--- config.mk ---
export PLATFORM = sky130hd
export DESIGN_NAME = ibex_cheri_cap_access_seq
export DESIGN_NICKNAME = d
export VERILOG_FILES = /design/src/rtl/ibex_cheri_cap_access_seq_pkg.sv /design/src/rtl/ibex_cheri_cap_access_seq.sv
export SDC_FILE = /design/constraint.sdc
export NUM_CORES = 1
export LEC_CHECK = 0
export CAP_MARGIN = 20
export CELL_PAD_IN_SITES_DETAIL_PLACEMENT = 1
export CELL_PAD_IN_SITES_GLOBAL_PLACEMENT = 2
export CORE_MARGIN = 4
export CORE_UTILIZATION = 28
export CTS_CLUSTER_SIZE = 30
export DETAILED_ROUTE_END_ITERATION = 12
export HOLD_SLACK_MARGIN = 0.15
export MAX_ROUTING_LAYER = met4
export PLACE_DENSITY_LB_ADDON = 0.1
export SYNTH_ARGS = -nofsm -noshare
export SYNTH_HDL_FRONTEND = slang
export SYNTH_SLANG_ARGS = --single-unit
--- constraint.sdc ---
create_clock -name clk_i -period 2.3 [get_ports clk_i]
set_input_delay 0.46 -clock clk_i [delete_from_list [all_inputs] [get_ports clk_i]]
set_output_delay 0.46 -clock clk_i [all_outputs]
set_load 0.01 [all_outputs]
--- src/rtl/ibex_cheri_cap_access_seq_pkg.sv ---
// ibex_cheri_cap_access_seq_pkg: shared types and constants for the CHERI data access sequencer.
// Contents:
//   CheriExcWidth    width of the memory checker exception vector
//   DATA_TYPE_*      LSU/checker access type encodings
//   EXC_*            individual checker exception bits
//   cap_seq_state_e  sequencer state type, with one localparam per state
package ibex_cheri_cap_access_seq_pkg;

    localparam int unsigned CheriExcWidth = 5;

    localparam logic [1:0] DATA_TYPE_WORD = 2'b00;
    localparam logic [1:0] DATA_TYPE_HALF = 2'b01;
    localparam logic [1:0] DATA_TYPE_BYTE = 2'b10;
    localparam logic [1:0] DATA_TYPE_CAP  = 2'b11;

    localparam logic [CheriExcWidth-1:0] EXC_LENGTH_VIOLATION = 5'b00001;
    localparam logic [CheriExcWidth-1:0] EXC_TAG_VIOLATION    = 5'b00010;
    localparam logic [CheriExcWidth-1:0] EXC_PERM_VIOLATION   = 5'b00100;

    typedef logic [2:0] cap_seq_state_e;

    localparam cap_seq_state_e IDLE    = 3'd0;
    localparam cap_seq_state_e REQ_LO  = 3'd1;
    localparam cap_seq_state_e WAIT_LO = 3'd2;
    localparam cap_seq_state_e REQ_HI  = 3'd3;
    localparam cap_seq_state_e WAIT_HI = 3'd4;
    localparam cap_seq_state_e RESP    = 3'd5;

endpackage

--- src/rtl/ibex_cheri_cap_access_seq.sv ---
// ibex_cheri_cap_access_seq: splits LSU accesses into 32-bit bus beats (two for capabilities) and merges one response.
// Ports:
//   clk_i, rst_ni                       clock, asynchronous active-low reset
//   lsu_req_i/lsu_ready_o               LSU handshake; one transaction outstanding
//   lsu_addr_i/we_i/type_i/be_i         LSU request fields, captured at accept
//   lsu_wdata_i/lsu_wtag_i              store data (64b for capabilities) and tag
//   lsu_resp_valid_o                    one-cycle merged response pulse
//   lsu_rdata_o/rtag_o/err_o            merged load data, tag and bus error
//   lsu_misaligned_o/lsu_cheri_exc_o    misaligned capability flag, ORed checker exceptions
//   data_req_o/gnt_i/rvalid_i           data bus handshake
//   data_addr_o/we_o/be_o/wdata_o/wtag_o  beat request fields
//   data_type_o/data_cap_o              access type as seen by the memory checker
//   data_rdata_i/rtag_i/err_i           beat response
//   cheri_exc_i                         checker exceptions, valid with data_rvalid_i
module ibex_cheri_cap_access_seq
    import ibex_cheri_cap_access_seq_pkg::*;
#(
    parameter int unsigned AddrWidth   = 32,
    parameter bit          ExcAbortsHi = 1'b1
) (
    input  logic                     clk_i,
    input  logic                     rst_ni,
    input  logic                     lsu_req_i,
    output logic                     lsu_ready_o,
    input  logic [AddrWidth-1:0]     lsu_addr_i,
    input  logic                     lsu_we_i,
    input  logic [1:0]               lsu_type_i,
    input  logic [3:0]               lsu_be_i,
    input  logic [63:0]              lsu_wdata_i,
    input  logic                     lsu_wtag_i,
    output logic                     lsu_resp_valid_o,
    output logic [63:0]              lsu_rdata_o,
    output logic                     lsu_rtag_o,
    output logic                     lsu_err_o,
    output logic                     lsu_misaligned_o,
    output logic [CheriExcWidth-1:0] lsu_cheri_exc_o,
    output logic                     data_req_o,
    input  logic                     data_gnt_i,
    input  logic                     data_rvalid_i,
    output logic [AddrWidth-1:0]     data_addr_o,
    output logic                     data_we_o,
    output logic [3:0]               data_be_o,
    output logic [1:0]               data_type_o,
    output logic                     data_cap_o,
    output logic [31:0]              data_wdata_o,
    output logic                     data_wtag_o,
    input  logic [31:0]              data_rdata_i,
    input  logic                     data_rtag_i,
    input  logic                     data_err_i,
    input  logic [CheriExcWidth-1:0] cheri_exc_i
);

    cap_seq_state_e           state_q, state_d;
    logic [AddrWidth-1:0]     addr_q;
    logic                     we_q, wtag_q, mis_q, err_q, rtag_lo_q, rtag_hi_q;
    logic [1:0]               type_q;
    logic [3:0]               be_q;
    logic [63:0]              wdata_q;
    logic [31:0]              rdata_lo_q, rdata_hi_q;
    logic [CheriExcWidth-1:0] exc_q;

    logic cap, hi, issuing, beat_done, accept, resp, lo_next_resp;

    assign cap     = type_q == DATA_TYPE_CAP;
    assign hi      = state_q == REQ_HI || state_q == WAIT_HI;
    assign issuing = state_q == REQ_LO || state_q == REQ_HI;
    assign resp    = state_q == RESP;
    assign accept  = lsu_req_i && state_q == IDLE;
    // A response arriving in the same cycle as the grant completes the beat without visiting WAIT_*.
    assign beat_done = data_rvalid_i &&
                       ((issuing && data_gnt_i) || state_q == WAIT_LO || state_q == WAIT_HI);
    assign lo_next_resp = !cap || (ExcAbortsHi && (data_err_i || |cheri_exc_i));

    always_comb begin
        state_d = state_q;
        case (state_q)
            IDLE:    if (lsu_req_i) state_d = (lsu_type_i == DATA_TYPE_CAP && |lsu_addr_i[2:0]) ? RESP : REQ_LO;
            REQ_LO:  if (data_gnt_i) state_d = beat_done ? (lo_next_resp ? RESP : REQ_HI) : WAIT_LO;
            WAIT_LO: if (data_rvalid_i) state_d = lo_next_resp ? RESP : REQ_HI;
            REQ_HI:  if (data_gnt_i) state_d = beat_done ? RESP : WAIT_HI;
            WAIT_HI: if (data_rvalid_i) state_d = RESP;
            default: state_d = IDLE;
        endcase
    end

    always_ff @(posedge clk_i or negedge rst_ni) begin
        if (!rst_ni) begin
            state_q    <= IDLE;
            addr_q     <= '0;
            we_q       <= 1'b0;
            type_q     <= '0;
            be_q       <= '0;
            wdata_q    <= '0;
            wtag_q     <= 1'b0;
            mis_q      <= 1'b0;
            err_q      <= 1'b0;
            exc_q      <= '0;
            rdata_lo_q <= '0;
            rdata_hi_q <= '0;
            rtag_lo_q  <= 1'b0;
            rtag_hi_q  <= 1'b0;
        end else begin
            state_q <= state_d;
            if (accept) begin
                addr_q     <= lsu_addr_i;
                we_q       <= lsu_we_i;
                type_q     <= lsu_type_i;
                be_q       <= lsu_be_i;
                wdata_q    <= lsu_wdata_i;
                wtag_q     <= lsu_wtag_i;
                mis_q      <= lsu_type_i == DATA_TYPE_CAP && |lsu_addr_i[2:0];
                err_q      <= 1'b0;
                exc_q      <= '0;
                rdata_lo_q <= '0;
                rdata_hi_q <= '0;
                rtag_lo_q  <= 1'b0;
                rtag_hi_q  <= 1'b0;
            end
            if (beat_done) begin
                err_q <= err_q | data_err_i;
                exc_q <= exc_q | cheri_exc_i;
                if (hi) begin
                    rdata_hi_q <= data_rdata_i;
                    rtag_hi_q  <= data_rtag_i;
                end else begin
                    rdata_lo_q <= data_rdata_i;
                    rtag_lo_q  <= data_rtag_i;
                end
            end
        end
    end

    // A response with no beat in flight is a bus protocol violation; it is otherwise ignored.
    always_ff @(posedge clk_i) begin
        if (rst_ni) assert (!data_rvalid_i || beat_done);
    end

    assign lsu_ready_o  = state_q == IDLE;
    assign data_req_o   = issuing;
    assign data_addr_o  = hi ? addr_q + AddrWidth'(4) : addr_q;
    assign data_we_o    = we_q;
    assign data_be_o    = cap ? 4'hF : be_q;
    assign data_type_o  = cap ? (hi ? DATA_TYPE_WORD : DATA_TYPE_CAP) : type_q;
    assign data_cap_o   = cap;
    assign data_wdata_o = hi ? wdata_q[63:32] : wdata_q[31:0];
    assign data_wtag_o  = cap && we_q && wtag_q;

    // A suppressed high beat leaves rtag_hi_q cleared, so the merged tag drops with it.
    assign lsu_resp_valid_o = resp;
    assign lsu_rdata_o      = resp ? {rdata_hi_q, rdata_lo_q} : '0;
    assign lsu_rtag_o       = resp && cap && !we_q && !err_q && rtag_lo_q && rtag_hi_q;
    assign lsu_err_o        = resp && err_q;
    assign lsu_misaligned_o = resp && mis_q;
    assign lsu_cheri_exc_o  = resp ? exc_q : '0;

endmodule

=== After elaboration in Yosys (flattened, before gate mapping) ===
Index checks and enable logic that the tools add are counted.
Widths: inputs -> output; s select.

* Register bits: 180
* Bits of input ports: 148
* Output and inout bits: 148
* Logic and storage cells: 89

* Add/sub/neg operators: 1
* Equal/unequal tests: 12
* Multiplexer cells: 33
* Bitwise logic cells: 2
* Reductions and logical operators: 27

{| class="wikitable"
|+ Operators with widths
! cell !! number
|-
| $mux 32 || 8
|-
| $mux 64 || 1
|-
| $add 32x3->32 const B || 1
|-
| $mux 3 || 8
|-
| $mux 5 || 3
|-
| $pmux 3 s5 || 1
|-
| $logic_and 1x1->1 || 13
|-
| $ne 2x2->1 const B || 5
|-
| $mux 1 || 9
|-
| $eq 3x2->1 const B || 2
|-
| $eq 3x3->1 const B || 2
|-
| $logic_or 1x1->1 || 6
|-
| $or 5x5->5 || 1
|-
| $reduce_and 5->1 || 1
|-
| $reduce_or 5->1 || 1
|-
| $eq 2x2->1 const B || 2
|-
| $mux 2 || 2
|-
| $mux 4 || 1
|-
| $eq 3x1->1 const B || 1
|-
| $logic_not 1->1 || 3
|-
| $logic_not 3->1 || 1
|-
| $reduce_or 3->1 || 1
|-
| $reduce_bool 2->1 || 1
|-
| $or 1x1->1 || 1
|}

=== Longest topological paths before layout ===
Gate-level depths: netlist (run 1).

* Word-level depth: 9
* Depth in mapped cells: 7
* Gate-level depth less buffers: 5

=== Least setup slack after synthesis (run 1) ===
OpenSTA, ideal clock, no wires.

* Kind: register to output
* Start point: reg addr_q[17]
* End point: out data_addr_o[31]
* Arrival: 1.795 ns
* Data required time: 1.840 ns
* Slack: 0.045 ns
* Cell stages (with the launch flop): 5
* Path buffers: 0
* Path through: dfrtp_1 > nand4_2 > or4_1 > or4_1 > xnor2_1

* Word-level cells in the longest chain between the ends: 2

{| class="wikitable"
|+ Ends and longest elaborated chain
! what !! line !! text
|-
| from (decl) || ibex_cheri_cap_access_seq.sv:54 || <nowiki>logic [AddrWidth-1:0] addr_q;</nowiki>
|-
| from (signal assigned) || ibex_cheri_cap_access_seq.sv:105 || <nowiki>addr_q <= lsu_addr_i;</nowiki>
|-
| $add 32x3->32 || ibex_cheri_cap_access_seq.sv:140 || <nowiki>assign data_addr_o = hi ? addr_q + AddrWidth'(4) : addr_q;</nowiki>
|-
| $mux 32 || ibex_cheri_cap_access_seq.sv:140 ||
|-
| to (decl) || ibex_cheri_cap_access_seq.sv:40 || <nowiki>output logic [AddrWidth-1:0] data_addr_o,</nowiki>
|}

Every way passes these cells.

=== Worst setup path after layout (run 1) ===
* Start point: reg state_q[0]
* End point: out data_addr_o[31]

* Word-level cells in the longest chain between the ends: 3
* Elaborated cells on any way between the ends: 4
* Those cells by class: 2 x eq/ne; 1 x mux; 1 x reduce/logical

{| class="wikitable"
|+ Ends and longest elaborated chain
! what !! line !! text
|-
| from (decl) || ibex_cheri_cap_access_seq.sv:53 || <nowiki>cap_seq_state_e state_q, state_d;</nowiki>
|-
| from (signal assigned) || ibex_cheri_cap_access_seq.sv:103 || <nowiki>state_q <= state_d;</nowiki>
|-
| $eq 3x2->1 / $eq 3x3->1 (equally long branches) || ibex_cheri_cap_access_seq.sv:65 || <nowiki>assign hi = state_q == REQ_HI || state_q == WAIT_HI;</nowiki>
|-
| $logic_or 1x1->1 (*) || ibex_cheri_cap_access_seq.sv:65 ||
|-
| $mux 32 (*) || ibex_cheri_cap_access_seq.sv:140 ||
|}

Mark *: on every way between the ends. The rest lies on a longest branch, timed or not.

==> qor.csv, run 1 <==
metric,value,unit
status,"finished, violations left",
violations,negative setup slack,
fin_crit_sh,1.21,
fmax,359,MHz
min_to,mis_q,
hold_path_startpoint,mis_q,
cp.arrival,2.32,ns
ys_seq_elements,180,
timing.rr.start,state_q[0],
root_buffer,clkbuf_16,
final_nets,1410,
finalSetupViolations,168,
crit_path_start_kind,register,
timing.rr.end,rdata_lo_q[3],
viasPerCell,4.57,
first_global_vias,8194,
antenna_left,0,
hold_ws,0.487,ns
wl_per_cell,19.9,µm
hold_viol_final,0,
worstSetupPathType,reg2out,
vdd_drop_max,462,µV
power_per_cell_area,1280,nW/µm²
die_h,184,µm
io_buffers,295,
core,30600,µm²
skew,0.0108,ns
slowest_stage,or4_4,
timing.reg2reg.setup_slack,-0.10,ns
antenna_found_initial,5,
grt_pass1_wl,48600,µm
ys_seq_area_frac,0.519,
setup_tns,-48.16,ns
path_clk_slew,0.08,ns
max_stage_delay,0.46,ns
ys_warn_count,0,
yosysMostFrequentCell,dfrtp_1,
die-area,33900,µm²
track_usage,0.191,
cts.sinks,180,
dieWidth,184,µm
setup_ws,-0.484,ns
relSlewSlack,0.528,
h-tree-depth,4,
synth_area,8680,µm²
wirelength,33300,µm
route.vias.total,7658,
worstPathRequired,1.84,ns
report.final.slew_viol_count,0,
cts_tree,done,
preCtsSetupSlack,-0.471,ns
gp_congestion,0.767,
synth_area_per_cell,10.8,µm²
p_leak,7.90,nW
drt_iter0_markers,166,
clock_latency,0.43,ns
cts.path.max_buffers,2,
crit_start,state_q[0],
path_cells,buf_12 -> nor3b_4 -> buf_6 -> buf_4 -> o21ai_4 -> or4_4 -> xnor2_2 -> buf_2,
min_path_type,reg2reg,
grt_overflow_total,0,
synth_area_leaders,"dfrtp_1, mux2_2, mux2i_1",
worst_hold_path.num_cells,2,
drc,0,
layout-area-overhead-vs-synth,80.3,%
yosysTopAreaCell,dfrtp_1,
num_io_pins,296,
dpl.hpwl,20400,µm
row_count,64,
synth_edf_count,0,
synth_ff_type,dfrtp_1,
drt_first_pass_iters,4,
yosysUniqueCellTypes,43,
grt_max_degree,65,
max_cap_viol_count,0,
worst_setup_path_end_kind,output port,
synth_common_cells,"dfrtp_1, nand2_1, mux2_2, and2_1, mux2i_1",
drive_gt1_frac,0.513,
path_max_fanout,3,
reg2reg_depth,13,
worstMarginPinSlew,0.699,ns
synth_top_area_frac,0.519,
cts_inserted_buffers,17,
grt_setup_unrepaired,yes,
finalCriticalPeriod,2.78,ns
syn_nets,956,
synthesis.instances,807,
initial_core_util,0.284,
synthArstFlopShare,1.00,
[through the flow]
stage          std cells  utilization  area, µm²  total power, mW
2_1_floorplan        807            -       8680             9.48
3_3_place_gp        1526        0.415      12700             13.8
3_5_place_dp        1526        0.415      12700             14.0
4_1_cts             1637        0.471      14400             18.6
5_1_grt             1675        0.512      15600             21.3
6_report            1675        0.512      15600             20.0
[area by class of cell]
| class | instances | area (µm²) |
|---|---|---|
| Multi-Input combinational cell | 542 | 4690 |
| Fill cell | 3202 | 14900 |
| Timing Repair Buffer | 483 | 5190 |
| Antenna cell | 5 | 12.5 |
| Sequential cell | 180 | 4510 |
| Clock buffer | 18 | 429 |
| Clock inverter | 14 | 184 |
| Inverter | 37 | 139 |
| Tap cell | 396 | 495 |
[cell families (layout without fill, tap and decap cells)]
logic type / Yosys count / count (layout) / share of synthesized area
simple gates: 317 / 317 / 0.177
mux: 172 / 172 / 0.213
other cells: 0 / 5 / 0
buf+inv: 85 / 552 / 0.0396
flops: 180 / 180 / 0.519
fa+ha+maj: 1 / 1 / 0.00144
xor+xnor: 30 / 30 / 0.0303
compound gates: 22 / 22 / 0.0195
[how the worst max path moves through the flow]
stage	to	depth (start not counted)
after detailed placement	data_addr_o[31]	5
after CTS	data_addr_o[31]	6
after floorplan	data_addr_o[31]	4
after global placement	data_addr_o[31]	5
after global routing	data_addr_o[27]	9
final	data_addr_o[31]	8
[sequential cells by signal (all words and copies together), names as in the netlist]
signal and flops:
addr_q 32, be_q 4, data_we_o 1, err_q 1, exc_q 5, mis_q 1, rdata_hi_q 32, rdata_lo_q 32
rtag_hi_q 1, rtag_lo_q 1, state_q 3, type_q 2, wdata_q 64, wtag_q 1
[what timing repair did]
item	in CTS	in global routing
resized for setup	772	249
setup endpoints to repair	141	179
hold endpoints to repair	30	0
pin swaps	79	120
setup buffers	70	40
gates cloned	9	8
hold buffers	1	0
[cell usage in the layout (no fill, tap or decap), types with 5 or more instances in the layout]
cell	n
mux2_2	104
buf_4	78
a22o_1	6
nor3_4	11
and2_1	6
dfrtp_1	178
and2_4	69
nand3_1	5
buf_6	150
xor2_1	14
clkbuf_16	24
xnor2_1	8
diode_2	5
nand2b_1	5
buf_12	33
xnor2_2	8
clkinv_8	5
clkdlybuf4s50_1	153
mux2i_1	68
inv_6	5
buf_8	12
buf_2	41
nand2_2	47
nand4_1	8
nand2_4	20
nand2_1	110
inv_1	36
[critical path, delay by kind of cell, from the launching register on]
family | cells | cell delay [ns]
buffers and inverters | 4 | 0.52
XOR/XNOR | 1 | 0.14
AO/OA/AOI/OAI | 1 | 0.07
AND/OR/NAND/NOR | 2 | 0.70
flip-flops | 1 | 0.45
[where the power goes]
part | total [mW] | switching (mW) | internal [mW]
sequential | 5.60 | 0.936 | 4.66
combinational | 11.3 | 4.93 | 6.38
clock | 3.09 | 1.52 | 1.57
total | 20.0 | 7.39 | 12.6
[per-layer routing]
| metal | GRT usage | wire, µm | up-vias |
|---|---|---|---|
| met5 | - | 0 | - |
| met4 | 0.0340 | 292 | 0 |
| met1 | 0.234 | 14000 | 3857 |
| li1 | - | - | 3576 |
| met3 | 0.0598 | 2320 | 21 |
| met2 | 0.315 | 16600 | 204 |
(Power assumes the default switching activity.)
==> run 2, diff against run 1 <==
GPL_TIMING_DRIVEN = 0   (was unset)
==> qor.csv, run 2 (same netlist as run 1, synthesis figures left out) <==
metric,value,unit
status,"finished, violations left",
violations,negative setup slack,
cts.sinks,180,
grt_setup_unrepaired,yes,
initial_core_util,0.284,
fin_area,15300,µm²
grt_pass1_wl,47700,µm
core,30600,µm²
layout.cells.most_common,dfrtp_1,
grt_max_degree,106,
drt_first_pass_iters,4,
path_max_fanout,4,
top_register,wdata_q,
setup_ws,-0.484,ns
viasPerCell,4.53,
final-seq-area,4510,µm²
die_h,184,µm
antenna_left,0,
slowest_stage,or4_4,
root_buffer,clkbuf_16,
power,19.3,mW
path_clk_slew,0.08,ns
max_cap_viol_count,0,
finalCriticalPeriod,2.78,ns
fillers,3232,
drive_gt1_frac,0.529,
cts_inserted_buffers,17,
wl_per_cell,19.6,µm
grt_overflow_total,0,
min_path_type,in2reg,
worstPathRequired,1.84,ns
h-tree-depth,4,
crit_path_frequent_cell,or4_4,
gp_congestion,0.737,
final_nets,1390,
hold_viol_final,0,
dieWidth,184,µm
row_count,64,
dpl.hpwl,21300,µm
cts_tree,done,
report.final.slew_viol_count,0,
finalNonFillerCells,1654,
crit_path_start_kind,register,
vdd_drop_max,510,µV
largest_reg_flops,64,
first_global_vias,8016,
layout-area-overhead-vs-synth,76.0,%
fmax,359,MHz
clock_latency,0.43,ns
antenna_found_initial,3,
dp_cells,1498,
path_buf_inv,1,
relSlewSlack,0.517,
path_cells,nand2_2 -> or4_4 -> or4_4 -> xnor2_2 -> buf_2,
final_cell_mix,"dfrtp_1, clkdlybuf4s50_1, buf_6",
worstMarginPinSlew,0.716,ns
die-area,33900,µm²
dpl_cell_area,12200,µm²
worst_setup_path_end_kind,output port,
cts.path.max_buffers,2,
hold_ws,0.480,ns
crit_family,simple AND/OR/NAND/NOR gates,
power_per_cell_area,1260,nW/µm²
cp.arrival,2.32,ns
max_stage_delay,0.55,ns
skew,0.0178,ns
multiInputGateArea,4840,µm²
num_io_pins,296,
wirelength,32400,µm
drt_iter0_markers,207,
drc,0,
finalSetupViolations,135,
worstSetupPathType,reg2out,
track_usage,0.187,
fin_crit_sh,1.21,
p_leak,7.63,nW
route.vias.total,7485,
io_buffers,294,
[run 2: cell count changes in the layout (fill, tap and decap cells not counted), moves of 8 or more]
| cell | before | now |
|---|---|---|
| buf_12 | 33 | 9 |
| buf_4 | 78 | 70 |
| nand2_1 | 110 | 88 |
| nand2_2 | 47 | 56 |
| nand2_4 | 20 | 33 |
[run 2: timing repair]
item / 4_1_cts / 5_1_grt
hold buffers: 1 / 0
gates resized for setup: 853 / 303
pin swaps: 92 / 136
endpoints found under the hold margin: 75 / 0
buffers inserted: 88 / 34
endpoints found under the setup margin: 238 / 196
cloned: 9 / 5
[run 2: worst reg2reg max path: cells and delay by family (launching register included)]
family	cells	cell delay [ns]
flops	1	0.40
simple gates	2	0.34
mux	1	0.31
buf+inv	7	1.06
[run 2: worst paths after layout]
check / cells after the start / from / slack [ns] / to
hold / removal: 3 / data_rvalid_i / 0.48 / state_q[1]
setup / recovery: 5 / addr_q[21] / -0.48 / data_addr_o[31]
hold reg to reg: 1 / exc_q[4] / 0.49 / exc_q[4]
setup reg to reg: 10 / state_q[1] / 0.08 / addr_q[6]
max in group asynchronous: 3 / rst_ni / 0.68 / wdata_q[25]
min in group asynchronous: 2 / rst_ni / 0.59 / addr_q[17]
[run 2: area by class of cell]
| type | instances | share of cell area |
|---|---|---|
| Buffer | 42 | 0.0280 |
| Tap cell | 396 | 0.0324 |
| Clock buffer | 17 | 0.0278 |
| Clock inverter | 14 | 0.00909 |
| Sequential cell | 180 | 0.295 |
| Multi-Input combinational cell | 542 | 0.316 |
| Antenna cell | 5 | 0.000819 |
| Timing Repair Buffer | 421 | 0.281 |
| Inverter | 37 | 0.00909 |
[run 2: through the flow]
stage                     TNS (ns)  setup WS [ns]  utilization
final                       -30.17         -0.484        0.500
after global routing        -43.36         -0.546        0.499
after CTS                   -17.65         -0.457        0.464
after detailed placement   -142.50          -1.00        0.397
after global placement    -1515.42          -7.69        0.396
after floorplan                  0         0.0449            -
[run 2: layer usage]
metal / GRT usage / vias up / share of wire
met4: 0.0331 / 0 / 0.0096
met2: 0.294 / 191 / 0.49
met1: 0.246 / 3726 / 0.43
li1: - / 3552 / -
met5: - / - / 0
met3: 0.0532 / 16 / 0.066
[run 2: report_power, final]
part / switching [mW] / leakage, nW / internal [mW]
clock network: 1.46 / 0.281 / 1.44
registers: 1.12 / 2.23 / 4.67
logic: 4.71 / 5.13 / 5.91
total: 7.29 / 7.63 / 12.0
